File: config.mk
export PLATFORM = sky130hd
export DESIGN_NAME = bus_halt_sequencer_flat
export DESIGN_NICKNAME = d
export VERILOG_FILES = /design/src/rtl/bus_halt_sequencer_if.sv /design/src/rtl/bus_halt_sequencer.sv /design/src/flat_wrapper.sv
export SDC_FILE = /design/constraint.sdc
export NUM_CORES = 1
export LEC_CHECK = 0
export CORE_ASPECT_RATIO = 0.7
export CORE_UTILIZATION = 37
export CTS_CLUSTER_DIAMETER = 50
export CTS_CLUSTER_SIZE = 10
export DETAILED_ROUTE_END_ITERATION = 7
export PLACE_DENSITY = 0.74
export SLEW_MARGIN = 20
export SYNTH_ARGS = -nofsm -noshare
export SYNTH_HDL_FRONTEND = slang
export SYNTH_SLANG_ARGS = --single-unit
File: constraint.sdc
create_clock -name clock -period 1.45 [get_ports clock]
set_input_delay 0.145 -clock clock [delete_from_list [all_inputs] [get_ports clock]]
set_output_delay 0.145 -clock clock [all_outputs]
set_load 0.01 [all_outputs]
File: src/rtl/bus_halt_sequencer_if.sv
// bus_halt_sequencer_if
//   Groups the bus-cycle and DMA handshake signals of the halt sequencer.
//   master : the side that produces bus-cycle strobes and DMA requests
//            (CPU bus timing plus the video/DMA fetch engine).
//   slave  : the bus_halt_sequencer itself.
//
//   cycle_en  strobe, end of each CPU bus cycle
//   r_w_cpu   CPU R/W of the current bus cycle (1 = read)
//   dma_req   level DMA burst request
//   dma_len   burst length in bus cycles
//   dma_ack   one-clock pulse, request accepted and length latched
//   dma_cycle high for each bus cycle owned by DMA
//   dma_done  one-clock pulse when the DMA state is left
//   aec       1 = CPU drives address/R/W, 0 = adapter tristates them
//   _rdy      active-low ready to the CPU
interface bus_halt_sequencer_if #(
  parameter int LEN_W = 6
);
  logic             cycle_en;
  logic             r_w_cpu;
  logic             dma_req;
  logic [LEN_W-1:0] dma_len;
  logic             dma_ack;
  logic             dma_cycle;
  logic             dma_done;
  logic             aec;
  logic             _rdy;

  modport master (
    output cycle_en, r_w_cpu, dma_req, dma_len,
    input  dma_ack, dma_cycle, dma_done, aec, _rdy
  );

  modport slave (
    input  cycle_en, r_w_cpu, dma_req, dma_len,
    output dma_ack, dma_cycle, dma_done, aec, _rdy
  );
endinterface

File: src/rtl/bus_halt_sequencer.sv
// bus_halt_sequencer
//   Generates aec and active-low _rdy for the 6502->7501 bus adapter so a
//   video/DMA fetch engine can own the bus for an N-cycle burst. _rdy drops
//   HALT_LEAD bus cycles before aec falls, because the CPU ignores RDY on
//   write cycles and may still need up to HALT_LEAD writes before it stalls.
//
// Ports
//   clock      system clock
//   reset      asynchronous, active-high reset
//   bus        bus_halt_sequencer_if.slave (strobe, R/W, DMA handshake, aec, _rdy)
//   state_dbg  current FSM state (0 IDLE, 1 HALT, 2 DMA, 3 RELEASE)
//
// Handshake: dma_req is a level request. It is only looked at in IDLE on a
//   cycle_en clock; if dma_len is non-zero the request is accepted on that
//   strobe, dma_len is latched and dma_ack pulses for exactly one clock.
//   dma_req/dma_len are ignored in every other state, and a request still
//   held when IDLE is re-entered starts a fresh burst.
//
// Optional build macro: EARLY_GRAB_EN
//   When defined, a read strobe (r_w_cpu=1) during HALT proves the CPU has
//   stalled and the bus is taken at once; the lead counter still bounds the
//   wait. When undefined the wait is always HALT_LEAD strobes.
module bus_halt_sequencer #(
  parameter int HALT_LEAD = 3,
  parameter int LEN_W     = 6
) (
  input  logic                  clock,
  input  logic                  reset,
  bus_halt_sequencer_if.slave   bus,
  output logic [1:0]            state_dbg
);

  typedef enum logic [1:0] {
    ST_IDLE    = 2'd0,
    ST_HALT    = 2'd1,
    ST_DMA     = 2'd2,
    ST_RELEASE = 2'd3
  } state_t;

  localparam logic [2:0]       LEAD_INIT = 3'(HALT_LEAD);
  localparam logic [LEN_W-1:0] LEN_ONE   = LEN_W'(1);

  state_t           state_q, state_d;
  logic [2:0]       lead_q, lead_d;
  logic [LEN_W-1:0] burst_q, burst_d;
  logic             aec_q, aec_d;
  logic             rdy_n_q, rdy_n_d;
  logic             dma_cycle_q, dma_cycle_d;
  logic             ack_q, ack_d;
  logic             done_q, done_d;
  logic             early_grab;

`ifdef EARLY_GRAB_EN
  assign early_grab = bus.r_w_cpu;
`else
  logic unused_r_w_cpu;
  assign early_grab     = 1'b0;
  assign unused_r_w_cpu = bus.r_w_cpu;
`endif

  always_comb begin
    state_d = state_q;
    lead_d  = lead_q;
    burst_d = burst_q;
    ack_d   = 1'b0;   // pulses last one clock regardless of cycle_en
    done_d  = 1'b0;

    if (bus.cycle_en) begin
      case (state_q)
        ST_IDLE: begin
          if (bus.dma_req && (bus.dma_len != '0)) begin
            // The burst counter holds the latched length through HALT.
            burst_d = bus.dma_len;
            lead_d  = LEAD_INIT;
            ack_d   = 1'b1;
            state_d = ST_HALT;
          end
        end
        ST_HALT: begin
          lead_d = lead_q - 3'd1;
          if ((lead_q <= 3'd1) || early_grab) begin
            lead_d  = 3'd0;
            state_d = ST_DMA;
          end
        end
        ST_DMA: begin
          burst_d = burst_q - LEN_ONE;
          if (burst_q <= LEN_ONE) begin
            burst_d = '0;
            done_d  = 1'b1;
            state_d = ST_RELEASE;
          end
        end
        ST_RELEASE: begin
          state_d = ST_IDLE;
        end
        default: state_d = ST_IDLE;
      endcase
    end

    // Outputs are decoded from the next state so they are registered with it;
    // aec=0 only in DMA, and _rdy=1 only in IDLE, so aec=0 always has _rdy=0.
    aec_d       = (state_d != ST_DMA);
    rdy_n_d     = (state_d == ST_IDLE);
    dma_cycle_d = (state_d == ST_DMA);
  end

  always_ff @(posedge clock or posedge reset) begin
    if (reset) begin
      state_q     <= ST_IDLE;
      lead_q      <= 3'd0;
      burst_q     <= '0;
      aec_q       <= 1'b1;
      rdy_n_q     <= 1'b1;
      dma_cycle_q <= 1'b0;
      ack_q       <= 1'b0;
      done_q      <= 1'b0;
    end else begin
      state_q     <= state_d;
      lead_q      <= lead_d;
      burst_q     <= burst_d;
      aec_q       <= aec_d;
      rdy_n_q     <= rdy_n_d;
      dma_cycle_q <= dma_cycle_d;
      ack_q       <= ack_d;
      done_q      <= done_d;
    end
  end

  assign bus.aec       = aec_q;
  assign bus._rdy      = rdy_n_q;
  assign bus.dma_cycle = dma_cycle_q;
  assign bus.dma_ack   = ack_q;
  assign bus.dma_done  = done_q;
  assign state_dbg     = state_q;

endmodule

File: src/flat_wrapper.sv
// flat-port wrapper written by rule: the top's interface ports become plain ports
module bus_halt_sequencer_flat 
#(
  parameter int HALT_LEAD = 3,
  parameter int LEN_W     = 6
)
  (clock, reset, state_dbg, bus_cycle_en, bus_r_w_cpu, bus_dma_req, bus_dma_len, bus_dma_ack, bus_dma_cycle, bus_dma_done, bus_aec, bus__rdy);
  bus_halt_sequencer_if #(.LEN_W(LEN_W)) bus_i ();
  input  logic clock;
  input  logic reset;
  output logic [1:0] state_dbg;
  input wire logic [$bits(bus_i.cycle_en)-1:0] bus_cycle_en;
  input wire logic [$bits(bus_i.r_w_cpu)-1:0] bus_r_w_cpu;
  input wire logic [$bits(bus_i.dma_req)-1:0] bus_dma_req;
  input wire logic [$bits(bus_i.dma_len)-1:0] bus_dma_len;
  output wire logic [$bits(bus_i.dma_ack)-1:0] bus_dma_ack;
  output wire logic [$bits(bus_i.dma_cycle)-1:0] bus_dma_cycle;
  output wire logic [$bits(bus_i.dma_done)-1:0] bus_dma_done;
  output wire logic [$bits(bus_i.aec)-1:0] bus_aec;
  output wire logic [$bits(bus_i._rdy)-1:0] bus__rdy;
  assign bus_i.cycle_en = bus_cycle_en;
  assign bus_i.r_w_cpu = bus_r_w_cpu;
  assign bus_i.dma_req = bus_dma_req;
  assign bus_i.dma_len = bus_dma_len;
  assign bus_dma_ack = bus_i.dma_ack;
  assign bus_dma_cycle = bus_i.dma_cycle;
  assign bus_dma_done = bus_i.dma_done;
  assign bus_aec = bus_i.aec;
  assign bus__rdy = bus_i._rdy;
  bus_halt_sequencer #(.HALT_LEAD(HALT_LEAD), .LEN_W(LEN_W)) u_core (.clock(clock), .reset(reset), .bus(bus_i), .state_dbg(state_dbg));
endmodule
==> reports/metrics.csv <==
metric,value,unit
status,"complete, but fails checks",
failing checks,negative setup slack,
Clock Skew,0.001731,ns
IO Port Bufs,16,
fmax,668.8,MHz
drt wl/cell,15.04,um
fin crit share,103.1,%
most numerous cell in the Yosys netlist,dfrtp_1,
post-synthesis average cell area,9.314,um^2
Reg-to-Reg Start,u_core.burst_q[4]$_DFFE_PP0P_,
Post-Synthesis Net Count,114,
Std-Cell Rows,14,
Setup crit start,u_core.burst_q[4]$_DFFE_PP0P_,
first-pass iteration count of the detailed router,4,
Die W,61.67,um
placed insts,165,
slew margin rel.,78.70,%
min Tclk post-route,1.495,ns
Setup WS pre-CTS,-0.3742,ns
asr flop ratio synth,100.0,%
H-tree depth,1,
Antenna Cells,0,
Post-Syn Area,922.1,um^2
slew at the pin closest to its max-slew limit,0.3188,ns
die area,2699,um^2
Hold WC Path Type,input pin to asynchronous set/reset pin,
critical-path maximum fanout,5,
"Req. time, crit path",1.64,ns
post-synthesis sequential area ratio,43.69,%
Setup WS post-layout,-0.04513,ns
Multi-input gate area,566.8,um^2
leakage power figure,0.0006460,uW
Critical Path End Type,register,
pwr dens,1916,nW/um^2
IO Pins,18,
initial antenna violation count,0,
cell taking the most area after synthesis,dfrtp_1,
root buffer cell,clkbuf_4,
share of cells above drive strength 1,37.86,%
Via-to-Cell Ratio,5.395,
Syn. warnings,0,
"EDFF count, synth",0,
Max Slew Vio Count,0,
Total GRT Usage,21.86,%
synthesized instance count,99,
post-DP HPWL,1758,um
Die Ht,43.77,um
CP Launch Type,register,
top post-synthesis cells by area,"dfrtp_1 (38%), dfstp_2 (5.7%), ha_1 (5.4%)",
cell area after layout,1418,um^2
Critical Path AT,1.68,ns
antenna-violating nets left,0,
grt ovf,0,
CTS tree,built,
count of final hold-check violations,0,
CP Class,register to register,
DRT iter0 DRCs,25,
Finished Layout Cells,172,
main flop type after synthesis,dfrtp_1,
pin count of the biggest net entering global routing,17,
sequential cell area,402.9,um^2
Synth Register Bits,16,
Vias,928,
Post-Place Cell Area,1266,um^2
Starting Density,41.13,%
global-route wire length before repair,4215,um
Synth top cells by count,"dfrtp_1 (14), inv_1 (8), nand2_1 (8), o21ai_0 (8), a21oi_1 (5)",
fillers,189,
Bufs on Longest Clock Path,2,
Synth top area share,37.99,%
final net count,156,
"CTS clk-pin slew, worst paths",0.10,ns
post-synthesis cell type count,37,
Syn-to-layout area delta,53.73,%
DR DRC count,0,
final setup vio count,1,
GPL Wtd Cong,0.8424,
number of global-route vias before repair,872,
clock latency on the worst-skew pair,0.29,ns
unrepaired setup endpoints after global routing,true,
Num Clock Sinks,16,
WL final,2587,um
CTS Buf Count,3,
maxcap violations,0,
Max VDD drop,0.9267,mV
core footprint,2242,um^2
==> repair_timing <==
action	in CTS	in global routing
setup buffers	0	2
resized for setup	18	15
endpoints found under the setup margin	16	12
cloned	1	0
hold buffers	0	0
pin swaps	6	6
==> flip-flops by register name (all words and copies together) (netlist names) <==
signal and cells:
u_core.burst_q 6, u_core.lead_q 3, u_core.state_dbg 2, u_core.bus._rdy 1
u_core.bus.aec 1, u_core.bus.dma_ack 1, u_core.bus.dma_cycle 1, u_core.bus.dma_done 1
==> per-stage QoR <==
stage                     setup TNS [ns]  hold WS [ns]  total power (uW)  util, %
final                           -0.04513        0.1580              2716    63.23
after global routing             -0.2113        0.2004              2909    63.23
after CTS                    -0.00002076        0.1645              2499    60.16
after detailed placement          -4.202        0.4882              2113    56.47
after global placement            -3.738        0.4676              2080    56.47
after floorplan                        0       0.05731              1470        -
==> worst max-delay path, cell delays in order (launching register included) <==
cell and delay (ns):
dfrtp_1 0.42, nor4_2 0.30, buf_4 0.17, o21a_4 0.16, o31ai_4 0.07, mux2_4 0.27
==> cell type report <==
type	instances	area share, %
clock buffer	4	2.560
inverter	8	2.118
multi-input combinational	71	39.98
sequential	16	28.42
tap	32	2.824
timing repair buffer	41	24.10
==> placed cells by master (no fill, tap or decap), types with 2 or more instances in the layout <==
master,netlist,final
a21o_1,2,2
a21oi_1,5,5
buf_4,1,24
clkbuf_4,0,3
clkdlybuf4s50_1,0,8
dfrtp_1,14,14
dfstp_2,2,2
dlygate4sd2_1,0,8
ha_1,4,2
ha_2,0,2
inv_1,8,7
nand2_1,8,8
nand2b_1,3,2
nand4_1,2,2
nor2_1,4,4
nor2b_1,3,2
nor3_1,4,2
nor4_2,0,2
o21ai_0,8,5
o21ai_1,3,6
o31a_1,3,3
or3_4,0,2
==> final timing paths <==
| path | endpoint | slack [ns] | depth (start not counted) |
|---|---|---|---|
| setup / recovery | u_core.burst_q[1]$_DFFE_PP0P_ | -0.05 | 5 |
| hold / removal | u_core.burst_q[2]$_DFFE_PP0P_ | 0.16 | 3 |
| setup reg to reg | u_core.burst_q[1]$_DFFE_PP0P_ | -0.05 | 5 |
| hold reg to reg | u_core.lead_q[2]$_DFFE_PP0P_ | 0.55 | 1 |
| max in group asynchronous | u_core.bus._rdy$_DFF_PP1_ | 1.04 | 3 |
| min in group clock | u_core.burst_q[2]$_DFFE_PP0P_ | 0.30 | 3 |
==> kinds of logic after synthesis <==
| group | count (synthesis) | share of synthesized area, % |
|---|---|---|
| compound gates | 33 | 24.83 |
| mux | 1 | 1.221 |
| flops | 16 | 43.69 |
| buf+inv | 12 | 5.563 |
| fa+ha+maj | 4 | 5.428 |
| simple gates | 33 | 19.27 |
==> routing by layer <==
| layer | share of wire, % | track usage [%] | up-vias |
|---|---|---|---|
| met2 | 43 | 30.75 | 34 |
| met4 | 1.5 | 5.333 | 0 |
| met3 | 6.4 | 7.463 | 4 |
| li1 | - | - | 450 |
| met5 | 0 | 0 | - |
| met1 | 49 | 31.98 | 440 |
==> power breakdown <==
| part | switching [uW] | internal (uW) |
|---|---|---|
| sequential | 149 | 641 |
| combinational | 777 | 843 |
| clock | 152 | 153 |
Note: power is estimated with default switching activity, not from simulation.
